### config.mk
export PLATFORM = sky130hd
export DESIGN_NAME = mii_net_rx_fcs_check_flat
export DESIGN_NICKNAME = d
export VERILOG_FILES = /design/src/rtl/mii_net_rx_fcs_check_if.sv /design/src/rtl/mii_net_rx_fcs_check.sv /design/src/flat_wrapper.sv
export SDC_FILE = /design/constraint.sdc
export NUM_CORES = 1
export LEC_CHECK = 0
export CAP_MARGIN = 30
export CORE_ASPECT_RATIO = 1.4
export CORE_MARGIN = 2
export CORE_UTILIZATION = 50
export CTS_CLUSTER_SIZE = 12
export DETAILED_ROUTE_END_ITERATION = 12
export PLACE_DENSITY = 0.67
export SLEW_MARGIN = 20
export SYNTH_ARGS = -nofsm -noshare
export SYNTH_HDL_FRONTEND = slang
export SYNTH_SLANG_ARGS = --single-unit
### constraint.sdc
create_clock -name i_clk -period 5 [get_ports i_clk]
set_input_delay 0.5 -clock i_clk [delete_from_list [all_inputs] [get_ports i_clk]]
set_output_delay 0.5 -clock i_clk [all_outputs]
set_load 0.005 [all_outputs]
### src/rtl/mii_net_rx_fcs_check_if.sv
// Byte-stream bundle for the MII receive FCS checker.
//   i_frame, i_d, i_d_valid, i_err        : receive byte stream (driven by the MAC byte assembler)
//   o_d, o_d_valid, o_sof                 : payload bytes with FCS stripped
//   o_eof, o_frame_good, o_frame_bad,
//   o_crc_err, o_len_err, o_len           : end-of-frame status, valid while o_eof is high
// master = byte-stream source / status sink, slave = the checker.
interface mii_net_rx_fcs_check_if;
    logic        i_frame;
    logic [7:0]  i_d;
    logic        i_d_valid;
    logic        i_err;

    logic [7:0]  o_d;
    logic        o_d_valid;
    logic        o_sof;
    logic        o_eof;
    logic        o_frame_good;
    logic        o_frame_bad;
    logic        o_crc_err;
    logic        o_len_err;
    logic [10:0] o_len;

    modport master (
        output i_frame, i_d, i_d_valid, i_err,
        input  o_d, o_d_valid, o_sof, o_eof,
        input  o_frame_good, o_frame_bad, o_crc_err, o_len_err, o_len
    );

    modport slave (
        input  i_frame, i_d, i_d_valid, i_err,
        output o_d, o_d_valid, o_sof, o_eof,
        output o_frame_good, o_frame_bad, o_crc_err, o_len_err, o_len
    );
endinterface

### src/rtl/mii_net_rx_fcs_check.sv
// Receive-side frame checker for the MII byte path.
// Strips preamble/SFD, forwards payload with the trailing 4-byte FCS removed,
// checks the CRC32 residue and the frame length, and strobes status at end of frame.
// Ports:
//   i_clk   : clock
//   i_reset : synchronous, active-high reset
//   bus     : byte stream in, payload + status out (see mii_net_rx_fcs_check_if)
// Parameters:
//   MIN_LEN / MAX_LEN : legal frame length in bytes, SFD excluded, FCS included.
module mii_net_rx_fcs_check #(
    parameter int unsigned MIN_LEN = 64,
    parameter int unsigned MAX_LEN = 1518
) (
    input  logic                  i_clk,
    input  logic                  i_reset,
    mii_net_rx_fcs_check_if.slave bus
);

    localparam int unsigned CNT_W   = 12;
    localparam int unsigned LEN_W   = 11;
    localparam int unsigned DLY_N   = 4;
    localparam int unsigned FILL_W  = 3;
    localparam int unsigned LEN_SAT = (1 << LEN_W) - 1;

    localparam logic [31:0] CRC_INIT    = 32'hFFFF_FFFF;
    localparam logic [31:0] CRC_POLY    = 32'hEDB8_8320;
    localparam logic [31:0] CRC_RESIDUE = 32'hDEBB_20E3;
    localparam logic [7:0]  BYTE_PRE    = 8'h55;
    localparam logic [7:0]  BYTE_SFD    = 8'hD5;

    localparam logic [1:0] ST_IDLE     = 2'd0;
    localparam logic [1:0] ST_PREAMBLE = 2'd1;
    localparam logic [1:0] ST_DATA     = 2'd2;
    localparam logic [1:0] ST_DROP     = 2'd3;

    logic [1:0]                  state_q;
    logic [1:0]                  state_d;

    logic [31:0]                 crc_q;
    logic [CNT_W-1:0]            cnt_q;
    logic                        err_q;
    logic [DLY_N-1:0][7:0]       dly_q;
    logic [FILL_W-1:0]           fill_q;
    logic                        sof_pend_q;

    logic [7:0]                  od_q;
    logic                        od_valid_q;
    logic                        sof_q;
    logic                        eof_q;
    logic                        good_q;
    logic                        bad_q;
    logic                        crc_err_q;
    logic                        len_err_q;
    logic [LEN_W-1:0]            len_q;

    logic                        accept_c;
    logic                        start_c;
    logic                        data_acc_c;
    logic                        end_c;
    logic                        crc_ok_c;
    logic                        len_ok_c;
    logic [CNT_W-1:0]            pay_c;
    logic [LEN_W-1:0]            len_c;

    // One byte of reflected CRC32, LSB first.
    function automatic logic [31:0] crc_byte(input logic [31:0] crc, input logic [7:0] d);
        logic [31:0] c;
        c = crc ^ {24'd0, d};
        for (int i = 0; i < 8; i++) begin
            c = c[0] ? ((c >> 1) ^ CRC_POLY) : (c >> 1);
        end
        return c;
    endfunction

    assign accept_c   = bus.i_d_valid && bus.i_frame;
    assign start_c    = accept_c && (bus.i_d == BYTE_SFD)
                        && ((state_q == ST_IDLE) || (state_q == ST_PREAMBLE));
    assign data_acc_c = (state_q == ST_DATA) && accept_c;
    assign end_c      = (state_q == ST_DATA) && !bus.i_frame;

    // State register.
    always_ff @(posedge i_clk) begin
        if (i_reset) begin
            state_q <= ST_IDLE;
        end else begin
            state_q <= state_d;
        end
    end

    // Next-state logic.
    always_comb begin
        state_d = state_q;
        case (state_q)
            ST_IDLE: begin
                if (accept_c) begin
                    if (bus.i_d == BYTE_PRE)      state_d = ST_PREAMBLE;
                    else if (bus.i_d == BYTE_SFD) state_d = ST_DATA;
                    else                          state_d = ST_DROP;
                end
            end
            ST_PREAMBLE: begin
                if (!bus.i_frame) begin
                    state_d = ST_IDLE;
                end else if (accept_c && (bus.i_d != BYTE_PRE)) begin
                    state_d = (bus.i_d == BYTE_SFD) ? ST_DATA : ST_DROP;
                end
            end
            ST_DATA: begin
                if (!bus.i_frame) state_d = ST_IDLE;
            end
            ST_DROP: begin
                if (!bus.i_frame) state_d = ST_IDLE;
            end
            default: state_d = ST_IDLE;
        endcase
    end

    // End-of-frame status terms from the accumulated frame state.
    always_comb begin
        crc_ok_c = (crc_q == CRC_RESIDUE);
        len_ok_c = (cnt_q >= CNT_W'(DLY_N))
                   && (32'(cnt_q) >= MIN_LEN)
                   && (32'(cnt_q) <= MAX_LEN);
        pay_c    = '0;
        len_c    = '0;
        if (cnt_q >= CNT_W'(DLY_N)) begin
            pay_c = cnt_q - CNT_W'(DLY_N);
            len_c = (pay_c > CNT_W'(LEN_SAT)) ? LEN_W'(LEN_SAT) : pay_c[LEN_W-1:0];
        end
    end

    // Frame datapath: CRC, byte counter, FCS delay line and registered outputs.
    always_ff @(posedge i_clk) begin
        if (i_reset) begin
            crc_q      <= '0;
            cnt_q      <= '0;
            err_q      <= 1'b0;
            dly_q      <= '0;
            fill_q     <= '0;
            sof_pend_q <= 1'b0;
            od_q       <= '0;
            od_valid_q <= 1'b0;
            sof_q      <= 1'b0;
            eof_q      <= 1'b0;
            good_q     <= 1'b0;
            bad_q      <= 1'b0;
            crc_err_q  <= 1'b0;
            len_err_q  <= 1'b0;
            len_q      <= '0;
        end else begin
            od_q       <= '0;
            od_valid_q <= 1'b0;
            sof_q      <= 1'b0;
            eof_q      <= 1'b0;
            good_q     <= 1'b0;
            bad_q      <= 1'b0;
            crc_err_q  <= 1'b0;
            len_err_q  <= 1'b0;
            len_q      <= '0;

            if (start_c) begin
                crc_q      <= CRC_INIT;
                cnt_q      <= '0;
                err_q      <= 1'b0;
                dly_q      <= '0;
                fill_q     <= '0;
                sof_pend_q <= 1'b1;
            end

            if (data_acc_c) begin
                crc_q <= crc_byte(crc_q, bus.i_d);
                if (cnt_q != '1) cnt_q <= cnt_q + CNT_W'(1);
                if (bus.i_err) err_q <= 1'b1;
                dly_q <= {dly_q[DLY_N-2:0], bus.i_d};
                // Only a full delay line releases its oldest byte; the last four are the FCS.
                if (fill_q == FILL_W'(DLY_N)) begin
                    od_q       <= dly_q[DLY_N-1];
                    od_valid_q <= 1'b1;
                    sof_q      <= sof_pend_q;
                    sof_pend_q <= 1'b0;
                end else begin
                    fill_q <= fill_q + FILL_W'(1);
                end
            end

            if (end_c) begin
                eof_q     <= 1'b1;
                good_q    <= crc_ok_c && len_ok_c && !err_q;
                bad_q     <= !(crc_ok_c && len_ok_c && !err_q);
                crc_err_q <= !crc_ok_c;
                len_err_q <= !len_ok_c;
                len_q     <= len_c;
            end
        end
    end

    assign bus.o_d          = od_q;
    assign bus.o_d_valid    = od_valid_q;
    assign bus.o_sof        = sof_q;
    assign bus.o_eof        = eof_q;
    assign bus.o_frame_good = good_q;
    assign bus.o_frame_bad  = bad_q;
    assign bus.o_crc_err    = crc_err_q;
    assign bus.o_len_err    = len_err_q;
    assign bus.o_len        = len_q;

endmodule

### src/flat_wrapper.sv
// flat-port wrapper written by rule: the top's interface ports become plain ports
module mii_net_rx_fcs_check_flat 
#(
    parameter int unsigned MIN_LEN = 64,
    parameter int unsigned MAX_LEN = 1518
)
  (i_clk, i_reset, bus_i_frame, bus_i_d, bus_i_d_valid, bus_i_err, bus_o_d, bus_o_d_valid, bus_o_sof, bus_o_eof, bus_o_frame_good, bus_o_frame_bad, bus_o_crc_err, bus_o_len_err, bus_o_len);
  mii_net_rx_fcs_check_if bus_i ();
  input  logic i_clk;
  input  logic i_reset;
  input wire logic [$bits(bus_i.i_frame)-1:0] bus_i_frame;
  input wire logic [$bits(bus_i.i_d)-1:0] bus_i_d;
  input wire logic [$bits(bus_i.i_d_valid)-1:0] bus_i_d_valid;
  input wire logic [$bits(bus_i.i_err)-1:0] bus_i_err;
  output wire logic [$bits(bus_i.o_d)-1:0] bus_o_d;
  output wire logic [$bits(bus_i.o_d_valid)-1:0] bus_o_d_valid;
  output wire logic [$bits(bus_i.o_sof)-1:0] bus_o_sof;
  output wire logic [$bits(bus_i.o_eof)-1:0] bus_o_eof;
  output wire logic [$bits(bus_i.o_frame_good)-1:0] bus_o_frame_good;
  output wire logic [$bits(bus_i.o_frame_bad)-1:0] bus_o_frame_bad;
  output wire logic [$bits(bus_i.o_crc_err)-1:0] bus_o_crc_err;
  output wire logic [$bits(bus_i.o_len_err)-1:0] bus_o_len_err;
  output wire logic [$bits(bus_i.o_len)-1:0] bus_o_len;
  assign bus_i.i_frame = bus_i_frame;
  assign bus_i.i_d = bus_i_d;
  assign bus_i.i_d_valid = bus_i_d_valid;
  assign bus_i.i_err = bus_i_err;
  assign bus_o_d = bus_i.o_d;
  assign bus_o_d_valid = bus_i.o_d_valid;
  assign bus_o_sof = bus_i.o_sof;
  assign bus_o_eof = bus_i.o_eof;
  assign bus_o_frame_good = bus_i.o_frame_good;
  assign bus_o_frame_bad = bus_i.o_frame_bad;
  assign bus_o_crc_err = bus_i.o_crc_err;
  assign bus_o_len_err = bus_i.o_len_err;
  assign bus_o_len = bus_i.o_len;
  mii_net_rx_fcs_check #(.MIN_LEN(MIN_LEN), .MAX_LEN(MAX_LEN)) u_core (.i_clk(i_clk), .i_reset(i_reset), .bus(bus_i));
endmodule
==> metrics.md <==
| Metric | Value |
|---|---|
| Total number of vias | approximately 3.8k |
| Final setup viols | 0 |
| Met1 Use GR | 0.258 |
| Pin count of the biggest net entering global routing | 72 |
| NumNets Final | 590 |
| DP HPWL | 7.05 mm |
| Top FF cell, synth | dfxtp_1 |
| Slowest stage delay, CP | 0.93 ns |
| Peak Freq | 340 MHz |
| Area share of the leading cell type in the synthesized netlist | 0.434 |
| Clk slew on worst S/H paths | 0.08 ns |
| Clock root cell | clkbuf_16 |
| Cells taking the most area after synthesis | dfxtp_1, xnor2_1, a21oi_1, xor2_1, nand3_1 |
| Yosys Warn Count | 0 |
| Final Hold Viols | 0 |
| Setup TNS | 0 ns |
| Tcrit/Tclk final | 0.588 |
| Area leader, netlist | dfxtp_1 |
| Total power | 1.82 mW |
| Clock skew | 0.00875 ns |
| WS Path Type | in2reg |
| RSZ-0062 raised after global routing | no |
| Most Crowded Layer GR | met2 |
| Outcome | completed |
| WP buf/inv | 2 |
| First-pass GRT wire length | 17.0 mm |
| Async S/R FF share, synth | 0 |
| Post-route ant nets | 0 |
| Max Cap Violations | 0 |
| Synth Area in Compound Gates | 0.123 |
| Post-synth top cells | dfxtp_1, a21oi_1, nand2_1, nor2_1, xnor2_1 |
| CP arrival | between 3 and 4 ns |
| Slowest cell on the critical path | or4_1 |
| Req. time, crit path | 5.26 ns |
| Ordered cell list for the critical path | clkdlybuf4s50_1 -> nand4bb_1 -> or4_1 -> buf_4 -> nand2_4 -> nor2_1 -> a211oi_1 |
| Mux cell area share after synthesis | 0.00648 |
| CP Launch Type | input pin |
| H-tree depth | 3 |
| Static Leak | 1.96 nW |
| Total Wirelength | 10.2 mm |
| Fin util | 0.584 |
| Post-Synth Simple-Gate Area | 0.196 |
| Power density cells | ~320 nW/µm² |
| #FFs+latches synth | 109 |
| IO Pins | 39 |
| Synth-to-Final Area Change | 14.5% |
| CP Capture Type | flip-flop |
| EDFF count, synth | 0 |
| Adder-cell share of the synthesized area | 0.0199 |
| Final Max Tran Viols | 0 |
| Most used standard cell by instance count after synthesis | dfxtp_1 |
| CORE AREA | 9850 µm² |
| Post-synth cell types | between 40 and 50 |
| Input/output buffers | 38 |
| Share of layout cells above drive strength 1 | 0.0749 |
| Total CTS buffers | 9 |
| Crit path max-delay family | simple AND/OR/NAND/NOR gates |
| Clock Sinks | roughly 110 |
| Gr ovfl total | 0 |
| Initial Utilization | 0.510 |
| Clk_lat worst skew | roughly 0.35 ns |
| Chip Width | around 89 µm |
| Initial antenna violation count | 0 |
| DR pass1 iterations | 5 |
| Mapped cell area | 5020 µm² |
| Post-synthesis xor/xnor area fraction | 0.177 |
| GR Layer Usage met3 | 0.0215 |
| Die area | 10900 µm² |
| Post-CTS Setup Bufs | 0 |
| Initial DRC Count | 202 |
| Via density | 5.38 |
| Final RePlAce weighted congestion | around 0.88 |
| Sequential share of the synthesized area | 0.434 |
| Met2 usage | 0.329 |
| Drt wl/cell | 14.4 µm |
| Hold buffers post-CTS | 0 |
| Main combinational cell family by area after synthesis | simple AND/OR/NAND/NOR gates |
| Rel. slew slack | 0.487 |
| CTS tree | built |
| Syn Inst Count | between 500 and 600 |
| Post-CTS Resized | 0 |
| Vias in the first global route | 3539 |
| VDD IR max | around 0.22 mV |
| Post-synthesis average cell area | 9.05 µm² |
| Cell row count | between 40 and 50 |
| CP Max Fanout | 25 |
| Die height | 123 µm |
| Bufs on Longest Clock Path | 2 |
| Worst slew pin tran | 0.769 ns |
| Internal reg-to-reg setup slack | 2.58 ns |
| Minimum clock period | 2.94 ns |
| Drt drc | 0 |
| Class of the worst hold path | reg2reg |
| Syn nets | 576 |
| Total track usage | 0.200 |
| # diodes | 0 |
## layout make-up
cell class              instances  area, µm²
fillers                       886       4090
well taps                     135        169
clock buffers                   9        225
inverters                      14       52.6
clock inverters                 7       82.6
multi-input cells             392       2630
repair buffers                 43        413
flip-flops and latches        109       2180
## worst min-delay path: stages (launching register included)
cell and delay, ns:
dfxtp_1 0.31, nand2_1 0.05, a21oi_1 0.05
## registers in the layout, indices dropped and copies added (netlist names), 2 cells and up
signal,count
u_core.state_q,2
u_core.bus.o_len,11
u_core.dly_q,32
u_core.bus.o_d,8
u_core.fill_q,3
u_core.cnt_q,12
u_core.crc_q,32
## path summary, 6_finish.rpt
kind	from	end	cells after the start
setup / recovery	bus_i_d[5]	u_core.crc_q[8]	7
hold / removal	u_core.dly_q[7]	u_core.dly_q[15]	2
setup reg to reg	u_core.state_q[1]	u_core.crc_q[8]	6
hold reg to reg	u_core.dly_q[7]	u_core.dly_q[15]	2
## cell families after synthesis
group,Yosys count
compound gates,98
xor+xnor,82
simple gates,201
flops,109
fa+ha+maj,8
mux,3
buf+inv,54
## placed cells by master, fill, tap and decap left out, types with 2 or more instances in the layout
master,Yosys,final
nand3_1,40,40
xnor2_4,4,4
nand2_1,50,50
nor4b_1,2,2
o21ai_0,2,2
a31oi_1,2,2
mux2_2,2,2
nand4b_1,6,6
clkdlybuf4s50_1,0,37
o31ai_1,2,2
xnor2_2,9,9
a21oi_1,52,52
nor3_1,15,15
inv_1,14,14
or4_1,2,2
clkbuf_16,0,9
clkinv_8,0,2
a211oi_1,24,24
xor2_1,25,25
nand2b_1,2,2
a221oi_1,5,5
buf_4,0,5
xnor2_1,42,42
dfxtp_1,109,109
nand4_1,4,4
o22ai_1,2,2
nand3b_1,2,2
o31a_1,2,2
nor2b_1,3,3
nor4_1,8,7
or3_1,2,2
inv_8,0,3
ha_1,8,8
nor2_1,48,48
and2_1,11,11
nor3b_1,2,2
## metrics by stage
stage          std cells  instance area, µm²  setup slack (ns)  hold slack [ns]
2_1_floorplan        555                5020              3.07            0.424
3_3_place_gp         693                5450              1.74            0.438
3_5_place_dp         693                5450              1.68            0.442
4_1_cts              709                5750              2.06            0.451
5_1_grt              709                5750              1.81            0.468
6_report             709                5750              2.06            0.443
## power breakdown
| part | switching [mW] | leakage (nW) | internal, mW | total, mW |
|---|---|---|---|---|
| logic | 0.118 | 0.934 | 0.101 | 0.220 |
| registers | 0.00985 | 0.880 | 0.877 | 0.886 |
| clock network | 0.358 | 0.148 | 0.359 | 0.717 |
| total | 0.486 | 1.96 | 1.34 | 1.82 |
## per-layer routing
| metal | vias up | routed length [µm] |
|---|---|---|
| li1 | 1933 | - |
| met1 | 1792 | 4520 |
| met2 | 69 | 5170 |
| met3 | 19 | 249 |
| met4 | 0 | 292 |
| met5 | - | 0 |
No activity file was read; power rests on OpenSTA's default activity.
